`src/rtl/pipe_arbiter.sv`:
```
// Two-requester round-robin front end for a shared fixed-latency datapath.
// It tags each accepted operand set so the result goes back to the requester that sent it.
module pipe_arbiter #(
    parameter int unsigned W       = 10,
    parameter int unsigned LATENCY = 3
) (
    input  logic         clk,
    input  logic         rst,
    input  logic         req0_valid,
    input  logic [W-1:0] req0_a,
    input  logic [W-1:0] req0_b,
    input  logic [W-1:0] req0_c,
    input  logic [W-1:0] req0_d,
    output logic         req0_ready,
    input  logic         req1_valid,
    input  logic [W-1:0] req1_a,
    input  logic [W-1:0] req1_b,
    input  logic [W-1:0] req1_c,
    input  logic [W-1:0] req1_d,
    output logic         req1_ready,
    output logic [W-1:0] pipe_a,
    output logic [W-1:0] pipe_b,
    output logic [W-1:0] pipe_c,
    output logic [W-1:0] pipe_d,
    input  logic [W-1:0] pipe_f,
    output logic         rsp0_valid,
    output logic [W-1:0] rsp0_f,
    output logic         rsp1_valid,
    output logic [W-1:0] rsp1_f,
    input  logic         drain,
    output logic [3:0]   inflight,
    output logic         idle
);

    // One extra tag stage covers the operand register in front of the datapath
    localparam int unsigned DEPTH = LATENCY + 1;

    logic             last_grant;
    logic             grant0;
    logic             grant1;
    logic             accept;
    logic             resp;
    logic [DEPTH-1:0] tag_v;
    logic [DEPTH-1:0] tag_id;
    logic [3:0]       inflight_nxt;

    // Round-robin grant: on contention the requester not granted last wins
    always_comb begin
        grant0 = req0_valid & ~drain & (~req1_valid | last_grant);
        grant1 = req1_valid & ~drain & (~req0_valid | ~last_grant);
        accept = grant0 | grant1;
        resp   = tag_v[DEPTH-1];
    end

    assign req0_ready = grant0;
    assign req1_ready = grant1;

    always_comb begin
        inflight_nxt = inflight;
        if (accept && !resp) begin
            inflight_nxt = inflight + 4'd1;
        end else if (!accept && resp) begin
            inflight_nxt = inflight - 4'd1;
        end
    end

    always_ff @(posedge clk or posedge rst) begin
        if (rst) begin
            last_grant <= 1'b1;
            pipe_a     <= '0;
            pipe_b     <= '0;
            pipe_c     <= '0;
            pipe_d     <= '0;
            tag_v      <= '0;
            tag_id     <= '0;
            rsp0_valid <= 1'b0;
            rsp1_valid <= 1'b0;
            rsp0_f     <= '0;
            rsp1_f     <= '0;
            inflight   <= '0;
            idle       <= 1'b1;
        end else begin
            if (accept) begin
                last_grant <= grant1;
                pipe_a     <= grant0 ? req0_a : req1_a;
                pipe_b     <= grant0 ? req0_b : req1_b;
                pipe_c     <= grant0 ? req0_c : req1_c;
                pipe_d     <= grant0 ? req0_d : req1_d;
            end
            tag_v      <= {tag_v[DEPTH-2:0], accept};
            tag_id     <= {tag_id[DEPTH-2:0], grant1};
            rsp0_valid <= resp & ~tag_id[DEPTH-1];
            rsp1_valid <= resp & tag_id[DEPTH-1];
            if (resp && !tag_id[DEPTH-1]) begin
                rsp0_f <= pipe_f;
            end
            if (resp && tag_id[DEPTH-1]) begin
                rsp1_f <= pipe_f;
            end
            inflight <= inflight_nxt;
            idle     <= (inflight_nxt == 4'd0);
        end
    end

endmodule
```
`config.mk`:
```
export PLATFORM = sky130hd
export DESIGN_NAME = pipe_arbiter
export DESIGN_NICKNAME = d
export VERILOG_FILES = /design/src/rtl/pipe_arbiter.sv
export SDC_FILE = /design/constraint.sdc
export NUM_CORES = 1
export LEC_CHECK = 0
export ABC_AREA = 1
export CAP_MARGIN = 10
export CELL_PAD_IN_SITES_DETAIL_PLACEMENT = 1
export CELL_PAD_IN_SITES_GLOBAL_PLACEMENT = 1
export CORE_AREA = 2 2 137 86
export CTS_CLUSTER_SIZE = 12
export DETAILED_ROUTE_END_ITERATION = 12
export DIE_AREA = 0 0 139 88
export DONT_BUFFER_PORTS = 1
export PLACE_DENSITY_LB_ADDON = 0.1
export REMOVE_ABC_BUFFERS = 1
export SLEW_MARGIN = 30
export SYNTH_ARGS = -nofsm -noshare
export SYNTH_HDL_FRONTEND = slang
export SYNTH_SLANG_ARGS = --single-unit
```
`constraint.sdc`:
```
create_clock -name clk -period 3.25 [get_ports clk]
set_input_delay 0.65 -clock clk [delete_from_list [all_inputs] [get_ports clk]]
set_output_delay 0.65 -clock clk [all_outputs]
set_load 0.005 [all_outputs]
```
---- Yosys cells after proc, flatten, opt, wreduce, memory -nomap -nowiden ----
Cells that the tools add are included.
storage, ports and cells
  word-level logic and storage cells ...... 43
  bits in registers ....................... 76
operators by class
  bitwise operators ....................... 14
  multiplexer cells ....................... 6
  reductions and logical operators ........ 8
  add/sub/neg operators ................... 2
operators by type and width
  kind                                                                count
  10-bit two-way mux                                                  4
  4-bit two-way mux                                                   2
  1-bit AND                                                           6
  1-bit inverter                                                      5
  4-bit by 1-bit adder with 4-bit output, second input constant       1
  1-bit logical AND                                                   4
  4-bit zero test                                                     1
  4-bit by 1-bit subtractor with 4-bit output, second input constant  1
  1-bit zero test                                                     3
  1-bit OR                                                            3

---- Logic depth before layout (Yosys ltp) ----
Gate-level depths: netlist of the first run.
  depth in word-level cells ............... 9
  depth in mapped cells ................... 10
  depth with buffers taken out ............ 10

---- Worst setup path after synthesis of the first run ----
OpenSTA, ideal clock, no wires.
  path type ............................... input to output
  start point ............................. in drain
  end point ............................... out req0_ready
  stages .................................. 4
  data required time ...................... 2600 ps
  path slack .............................. 1478 ps
  arrival time ............................ 1122 ps
  cells stage by stage .................... inv_2 nand2_2 a21oi_4 buf_4
on the way
  word-level cells in the longest chain between the ends .. 3
ends and longest elaborated chain
  item                     line  source
  start: declaration       30    input logic drain,
  1-bit inverter           49    grant0 = req0_valid & ~drain & (~req1_valid | last_grant);
  1-bit AND (2 in series)  49
  end: declaration         14    output logic req0_ready,
No other way between the ends.

---- Worst setup path after layout of the first run ----
  start point ............................. reg last_grant
  end point ............................... out req0_ready
on the way
  word-level cells in the longest chain between the ends .. 2
ends and longest elaborated chain
  item                      line  source
  start: declaration        38    logic last_grant;
  start signal: assignment  84    last_grant <= grant1;
  1-bit OR                  49
  1-bit AND                 49
No other way between the ends.

==> results.sh, run 1 <==
export IMPL_ys_flop_type="dfrtp_1"
export IMPL_finalHoldViolCount=0
export IMPL_placed_area_sq_um=3330
export IMPL_synth_cell_types=22
export IMPL_tritoncts="yes"
export IMPL_ctsRootBufferMaster="clkbuf_16"
export IMPL_synth_most_common_cell="nand2_1"
export IMPL_grt_total_usage=0.146
export IMPL_synthTopCellsByCount="nand2_1, dfrtp_1, nor2_1, a31oi_1, inv_1"
export IMPL_cts_resized=0
export IMPL_place_gp_congestion=0.743
export IMPL_nets=454
export IMPL_end_kind="primary output"
export IMPL_ios=164
export IMPL_min_path_type="input port to async pin"
export IMPL_async_flop_share=1.00
export IMPL_start_kind="flip-flop"
export IMPL_outcome="finished clean"
export IMPL_cts_inserted_buffers=9
export IMPL_p_switching_uw=778
export IMPL_cts_setup_buffers=0
export IMPL_drc=0
export IMPL_path_clk_slew_ns=0.06
export IMPL_slew_violations=0
export IMPL_die_h_um=88
export IMPL_total_power_mw=2.75
export IMPL_dp_cells=490
export IMPL_grt_pass1_vias=2531
export IMPL_timing_fmax_mhz=421
export IMPL_ant_nets=0
export IMPL_numClockSinks=76
export IMPL_core_sq_um=11000
export IMPL_fin_area_sq_um=3670
export IMPL_p_int_mw=1.97
export IMPL_synth_top_area_frac=0.576
export IMPL_seqCellArea_sq_um=1900
export IMPL_r2r_start="last_grant$_DFFE_PP1P_"
export IMPL_drt_vias_per_instance=4.80
export IMPL_clkPwrFrac=0.406
export IMPL_cts_htree_levels=3
export IMPL_yosysWarnings=0
export IMPL_synth_seq_cells=76
export IMPL_grt_overflow=0
export IMPL_start_util=0.293
export IMPL_fin_ws_ns=0.875
export IMPL_rows=30
export IMPL_power_frac_comb=0.132
export IMPL_synth_edff_count=0
export IMPL_tns_ns=0
export IMPL_io_buffer_count=0
export IMPL_ir_drop_v=0.000240
export IMPL_vias=2431
export IMPL_synth_top_cell_by_area="dfrtp_1"
export IMPL_grt_setup_unrepaired="no"
export IMPL_r2r_slack_ns=1.29
export IMPL_max_cap_viol_count=0
export IMPL_antenna_found_initial=0
export IMPL_leakagePower_nw=1.69
export IMPL_final_util=0.334
export IMPL_cp_required_ns=2.60
export IMPL_preCtsSetupSlack_ns=1.02
export IMPL_fin_worst_skew_ns=0.00397
export IMPL_hpwl_um=6250
export IMPL_layout_drive_gt1_share=0.0829
export IMPL_ctsHoldBuffers=0
export IMPL_die_width_um=139
export IMPL_grt_max_degree=52
export IMPL_final_cells=506
export IMPL_r2r_end="pipe_d[2]$_DFFE_PP0P_"
export IMPL_clock_path_buffers=2
export IMPL_crit_slowest_cell="dfstp_2"
export IMPL_seqPwrFrac=0.463
export IMPL_r2r_cells=5
export IMPL_die_area_sq_um=12200
export IMPL_wl_per_cell_um=17.4
export IMPL_ys_top_cells_by_area="dfrtp_1, nand2_1, a31oi_1"
export IMPL_ys_seq_area_frac=0.592
export IMPL_syn_area_sq_um=3220
export IMPL_firstDrtPassIters=4
export IMPL_multi_input_area_sq_um=1100
export IMPL_syn_avg_cell_area_sq_um=8.86
export IMPL_crit_family="flip-flops"
export IMPL_areaGrowthSynthToFinish_pct=14.0
export IMPL_finalWirelength_um=8810
export IMPL_syn_inst=363
export IMPL_antenna_cells=0
export IMPL_timing_hold_ws_ns=0.292
export IMPL_cpPeakStageDelay_ns=0.53
export IMPL_drt_first_iter_violations=80
export IMPL_min_period_ns=2.38
export IMPL_clk_latency_ns=0.33
export IMPL_arrival_ns=1.73
export IMPL_grt_pass1_wl_um=13700
export IMPL_nFillCells=1262
export IMPL_critical_path_cell_chain="inv_1 -> a21oi_4 -> buf_4"
export IMPL_path_buf_inv=2
export IMPL_swShare=0.283
export IMPL_slew_headroom=0.513
export IMPL_finalSetupViolations=0
export IMPL_crit_fanout=18
export IMPL_worst_pin_slew_ns=0.729
export IMPL_cellPowerDensity_nw_per_um2=750
export IMPL_criticalPathCategory="flip-flop to primary output"
export IMPL_fin_crit_sh=0.731
## power groups by stage
stage	Sequential (mW)	Combinational, mW	Clock [mW]
2_1_floorplan	1.24	0.288	0
3_3_place_gp	1.29	0.359	0
3_5_place_dp	1.29	0.376	0
4_1_cts	1.28	0.375	1.16
5_1_grt	1.30	0.434	1.20
6_report	1.27	0.363	1.11
## layer usage
layer,up-vias,track usage,share of wire
met4,0,0.0478,0.012
met5,-,0,0
met1,1154,0.178,0.43
met3,10,0.0776,0.10
li1,1159,-,-
met2,108,0.223,0.45
## logic make-up (layout without fill, tap and decap cells)
logic type / after synthesis / after routing / synth area share
AND/OR/NAND/NOR: 175 / 175 / 0.212
flip-flops: 76 / 76 / 0.592
AO/OA/AOI/OAI: 65 / 65 / 0.122
buffers and inverters: 45 / 44 / 0.0665
adder cells (fa/ha/maj): 2 / 2 / 0.00778
## registers in the layout, indices dropped and copies added, names as in the netlist, 4 cells and up
signal / flops
pipe_b: 10
inflight: 4
pipe_d: 10
pipe_a: 10
tag_id: 4
rsp0_f: 10
rsp1_f: 10
pipe_c: 10
tag_v: 4
## layout by cell type (no fill, tap or decap), drive strengths merged, types with 2 or more instances in the layout
cell type	instances
a21oi	2
a31oi	40
buf	4
bufinv	2
clkbuf	11
clkinv	2
dfrtp	74
dfstp	2
ha	2
inv	25
nand2	120
nand3	8
nand3b	2
nor2	44
o21ai	22
## worst max-delay path by stage
stage / from / endpoint / slack, ns / depth (start not counted)
final: last_grant$_DFFE_PP1P_ / req0_ready / 0.87 / 3
after global placement: drain / req0_ready / 1.03 / 4
after floorplan: rst / inflight[0]$_DFF_PP0_ / 0.66 / 1
after CTS: last_grant$_DFFE_PP1P_ / req0_ready / 0.82 / 3
after detailed placement: drain / req0_ready / 1.02 / 4
after global routing: last_grant$_DFFE_PP1P_ / req0_ready / 0.76 / 3
## final cells by class
type,instances,share of cell area
clock buffer,11,0.0689
clock inverter,5,0.0225
inverter,24,0.0253
multi-input combinational,242,0.300
sequential,76,0.519
tap,144,0.0491
timing repair buffer,4,0.0150
Power figures use the tool's default switching activity.
==> inputs of run 2 (changes only) <==
==> constraint.sdc (replaced) <==
create_clock -name clk -period 2.3 [get_ports clk]
set_input_delay 0.46 -clock clk [delete_from_list [all_inputs] [get_ports clk]]
set_output_delay 0.46 -clock clk [all_outputs]
set_load 0.005 [all_outputs]
==> run 2 against run 1 <==
Final area decreased by 1.5%. Cell count increased by 0.79%. Core utilization decreased by 0.51 points. Global-route usage decreased by 0.29 points. Flip-flop and latch count unchanged. Clock skew increased by 0.0027 ns. Worst hold slack got worse by 0.013 ns. Largest power group unchanged. First-iteration DRC count decreased by 5.0%. Sequential power increased by 41%. Setup slack got worse by 0.46 ns. Register-to-register slack got worse by 0.47 ns.
==> results.sh, run 2 (same netlist as run 1, synthesis figures left out) <==
export IMPL_rows=30
export IMPL_arrival_ns=1.42
export IMPL_outcome="finished clean"
export IMPL_timing_fmax_mhz=532
export IMPL_end_kind="primary output"
export IMPL_finalHoldViolCount=0
export IMPL_layout_commonest_cell="nand2_1"
export IMPL_routedLengthMet1_um=3940
export IMPL_die_width_um=139
export IMPL_cp_required_ns=1.84
export IMPL_min_path_type="input port to flip-flop"
export IMPL_fin_crit_sh=0.818
export IMPL_grt_total_usage=0.143
export IMPL_clock_path_buffers=2
export IMPL_firstDrtPassIters=4
export IMPL_io_buffer_count=0
export IMPL_vias=2407
export IMPL_leakagePower_nw=1.67
export IMPL_numClockSinks=76
export IMPL_place_gp_congestion=0.742
export IMPL_drt_vias_per_instance=4.72
export IMPL_grt_setup_unrepaired="no"
export IMPL_cts_resized=0
export IMPL_areaGrowthSynthToFinish_pct=12.2
export IMPL_layout_drive_gt1_share=0.0847
export IMPL_nFillCells=1295
export IMPL_top_layer="met4"
export IMPL_wl_per_cell_um=16.9
export IMPL_ir_drop_v=0.000323
export IMPL_max_cap_viol_count=0
export IMPL_criticalPathCategory="flip-flop to primary output"
export IMPL_worst_pin_slew_ns=0.715
export IMPL_finalSetupViolations=0
export IMPL_cellPowerDensity_nw_per_um2=998
export IMPL_start_kind="flip-flop"
export IMPL_cts_inserted_buffers=9
export IMPL_met3_wirelength_um=968
export IMPL_cts_htree_levels=3
export IMPL_drc=0
export IMPL_ctsHoldBuffers=1
export IMPL_cts_setup_buffers=0
export IMPL_ant_nets=0
export IMPL_crit_fanout=26
export IMPL_grt_overflow=0
export IMPL_ios=164
export IMPL_nets=458
export IMPL_grt_pass1_wl_um=13700
export IMPL_slew_violations=0
export IMPL_start_util=0.293
export IMPL_dp_cells=493
export IMPL_ctsRootBufferMaster="clkbuf_16"
export IMPL_finalWirelength_um=8640
export IMPL_die_area_sq_um=12200
export IMPL_antenna_found_initial=0
export IMPL_fin_worst_skew_ns=0.00669
export IMPL_clk_latency_ns=0.33
export IMPL_antenna_cells=0
export IMPL_final_cells=510
export IMPL_core_sq_um=11000
export IMPL_tritoncts="yes"
export IMPL_hpwl_um=6240
export IMPL_wl_met2_um=3630
export IMPL_total_power_mw=3.60
export IMPL_slew_headroom=0.522
export IMPL_die_h_um=88
export IMPL_drt_first_iter_violations=76
export IMPL_grt_max_degree=52
export IMPL_layout_cells_most_common_list="nand2_1, dfrtp_1, nor2_1"
export IMPL_grt_pass1_vias=2561
export IMPL_min_period_ns=1.88
export IMPL_path_clk_slew_ns=0.06
[run 2: final timing paths]
path                                        startpoint                     to  slack [ns]  depth (start not counted)
worst min-delay path                         req1_c[4]  pipe_c[4]$_DFFE_PP0P_        0.28                          2
worst max register to register  last_grant$_DFFE_PP1P_  pipe_b[2]$_DFFE_PP0P_        0.82                          5
max in group asynchronous                          rst  rsp0_f[4]$_DFFE_PP0P_        1.02                          3
worst max-delay path            last_grant$_DFFE_PP1P_             req0_ready        0.42                          3
min in group asynchronous                          rst  inflight[3]$_DFF_PP0_        0.56                          2
worst min register to register      tag_v[0]$_DFF_PP0_     tag_v[1]$_DFF_PP0_        0.34                          0
[run 2: report_power, final]
group	internal [mW]	switching, mW	leakage [nW]
logic	0.194	0.319	0.651
registers	1.58	0.218	0.886
clock network	0.759	0.535	0.133
[run 2: cell type report]
type                    count  area, sq um  area share
clock buffers              12          246      0.0683
repair buffers              8         62.6      0.0173
multi-input cells         242         1100       0.304
inverters                  24         91.3      0.0253
flip-flops and latches     76         1900       0.528
clock inverters             4         26.3     0.00728
well taps                 144          180      0.0499
[run 2: metrics by stage]
| stage | cell area, sq um | util | worst slack (ns) | hold WS [ns] | TNS (ns) |
|---|---|---|---|---|---|
| floorplan | 3090 | - | -0.0950 | 0.331 | -7.03 |
| global placement | 3330 | 0.304 | 0.768 | 0.333 | 0 |
| detailed placement | 3330 | 0.304 | 0.694 | 0.336 | 0 |
| CTS | 3610 | 0.329 | 0.394 | 0.266 | 0 |
| global route | 3610 | 0.329 | 0.337 | 0.273 | 0 |
| finish | 3610 | 0.329 | 0.420 | 0.279 | 0 |
[run 2: worst max-delay path, stage by stage (launching register included)]
cell	delay (ns)
dfstp_2	0.53
inv_1	0.07
a21oi_4	0.18
buf_4	0.31
[run 2: layer usage]
layer | vias up | GRT usage
li1 | 1170 | -
met1 | 1123 | 0.177
met2 | 105 | 0.211
met3 | 9 | 0.0837
met4 | 0 | 0.0450
met5 | - | 0
==> inputs of run 3 (changes only) <==
==> constraint.sdc (replaced) <==
create_clock -name clk -period 1.5 [get_ports clk]
set_input_delay 0.3 -clock clk [delete_from_list [all_inputs] [get_ports clk]]
set_output_delay 0.3 -clock clk [all_outputs]
set_load 0.005 [all_outputs]
==> run 3 against run 2 <==
The flow now finishes with violations (negative setup slack). Clock power increased by 57%. Flip-flop and latch count unchanged. Critical endpoint unchanged. Final area increased by 7.0%.
==> results.sh, run 3 (same netlist as run 1, synthesis figures left out) <==
export IMPL_start_util=0.293
export IMPL_place_gp_congestion=0.687
export IMPL_power_frac_comb=0.161
export IMPL_fin_area_sq_um=3860
export IMPL_crit_fanout=7
export IMPL_start_kind="flip-flop"
export IMPL_core_sq_um=11000
export IMPL_leakagePower_nw=1.77
export IMPL_drc=0
export IMPL_layout_cells_most_common_list="nand2_1, dfrtp_1, nor2_1"
export IMPL_outcome="finished with violations"
export IMPL_arrival_ns=1.24
export IMPL_groute_layer_met2_usage=0.225
export IMPL_io_buffer_count=0
export IMPL_worst_pin_slew_ns=0.394
export IMPL_finalSetupViolations=1
export IMPL_seqPwrFrac=0.484
export IMPL_numClockSinks=76
export IMPL_placed_area_sq_um=3410
export IMPL_max_cap_viol_count=0
export IMPL_grt_setup_unrepaired="yes"
export IMPL_ios=164
export IMPL_final_util=0.353
export IMPL_grt_most_used_layer="met2"
export IMPL_clk_latency_ns=0.33
export IMPL_gr_usage_met3=0.0809
export IMPL_nets=467
export IMPL_cp_required_ns=1.20
export IMPL_grt_total_usage=0.152
export IMPL_tns_ns=-0.0444
export IMPL_antenna_cells=0
export IMPL_fin_ws_ns=-0.0444
export IMPL_cellPowerDensity_nw_per_um2=1470
export IMPL_p_int_mw=3.97
export IMPL_ant_nets=0
export IMPL_gr_usage_met1=0.192
export IMPL_vias=2502
export IMPL_tritoncts="yes"
export IMPL_drt_vias_per_instance=4.82
export IMPL_min_period_ns=1.54
export IMPL_die_area_sq_um=12200
export IMPL_end_kind="primary output"
export IMPL_cts_inserted_buffers=9
export IMPL_grt_max_degree=53
export IMPL_swShare=0.302
export IMPL_areaGrowthSynthToFinish_pct=20.1
export IMPL_firstDrtPassIters=4
export IMPL_finalHoldViolCount=0
export IMPL_cts_htree_levels=3
export IMPL_drt_first_iter_violations=89
export IMPL_preCtsSetupSlack_ns=0.0268
export IMPL_layout_commonest_cell="nand2_1"
export IMPL_fin_worst_skew_ns=0.00482
export IMPL_rows=30
export IMPL_ctsRootBufferMaster="clkbuf_16"
export IMPL_wl_per_cell_um=18.0
export IMPL_slew_headroom=0.737
export IMPL_nFillCells=1265
export IMPL_final_cells=519
export IMPL_dp_cells=496
export IMPL_timing_fmax_mhz=648
export IMPL_grt_overflow=0
export IMPL_die_h_um=88
export IMPL_fin_crit_sh=1.03
export IMPL_criticalPathCategory="flip-flop to primary output"
export IMPL_ir_drop_v=0.000745
export IMPL_path_clk_slew_ns=0.06
export IMPL_hpwl_um=6470
export IMPL_grt_pass1_vias=2560
export IMPL_p_switching_mw=1.72
export IMPL_finalWirelength_um=9340
export IMPL_slew_violations=0
export IMPL_die_width_um=139
export IMPL_grt_pass1_wl_um=14200
export IMPL_violations="negative setup slack"
export IMPL_layout_drive_gt1_share=0.128
export IMPL_antenna_found_initial=0
export IMPL_min_path_type="input port to flip-flop"
export IMPL_clkPwrFrac=0.355
export IMPL_clock_path_buffers=2
[run 3: critical path, stage by stage, from the launching register on]
cell and delay, ns:
dfstp_2 0.53, inv_2 0.05, a21oi_4 0.18, buf_12 0.16
[run 3: metal layers]
metal	vias to the layer above	routed length (um)	part of all wire
li1	1189	-	-
met1	1187	4160	0.45
met2	115	4100	0.44
met3	11	968	0.10
met4	0	107	0.011
met5	-	0	0
[run 3: power by group through the flow]
stage                     sequential (mW)  clock, mW  combinational [mW]
final                                2.75       2.02               0.914
after global routing                 2.81       2.20                1.06
after CTS                            2.77       2.11               0.910
after detailed placement             2.80          0               0.856
after global placement               2.79          0               0.811
after floorplan                      2.68          0               0.624
[run 3: area by class of cell]
class	instances	area [sq um]	share of cell area
Timing Repair Buffer	17	292	0.0755
Sequential cell	76	1900	0.493
Multi-Input combinational cell	242	1110	0.288
Inverter	24	93.8	0.0243
Clock buffer	11	243	0.0628
Tap cell	144	180	0.0466
Clock inverter	5	37.5	0.00972
[run 3: timing repair]
item | 4_1_cts | 5_1_grt
setup endpoints to repair | 1 | 40
buffers inserted | 2 | 1
gates resized for setup | 4 | 11
hold buffers | 1 | 0
endpoints found under the hold margin | 16 | 0
pin swaps | 1 | 14
gates cloned | 2 | 1
[run 3: path summary, 6_finish.rpt]
path / start / endpoint / depth (start not counted) / slack, ns
setup / recovery: last_grant$_DFFE_PP1P_ / req0_ready / 3 / -0.04
hold / removal: req0_b[5] / pipe_b[5]$_DFFE_PP0P_ / 2 / 0.10
setup reg to reg: last_grant$_DFFE_PP1P_ / pipe_a[8]$_DFFE_PP0P_ / 6 / 0.05
hold reg to reg: tag_id[0]$_DFF_PP0_ / tag_id[1]$_DFF_PP0_ / 0 / 0.35
max in group asynchronous: rst / last_grant$_DFFE_PP1P_ / 3 / 0.52
min in group asynchronous: rst / rsp0_valid$_DFF_PP0_ / 2 / 0.41
[run 3: stage by stage]
stage                     power (mW)  hold slack (ns)
final                           5.69            0.105
after global routing            6.07            0.102
after CTS                       5.78           0.0975
after detailed placement        3.66            0.175
after global placement          3.61            0.178
after floorplan                 3.30            0.331
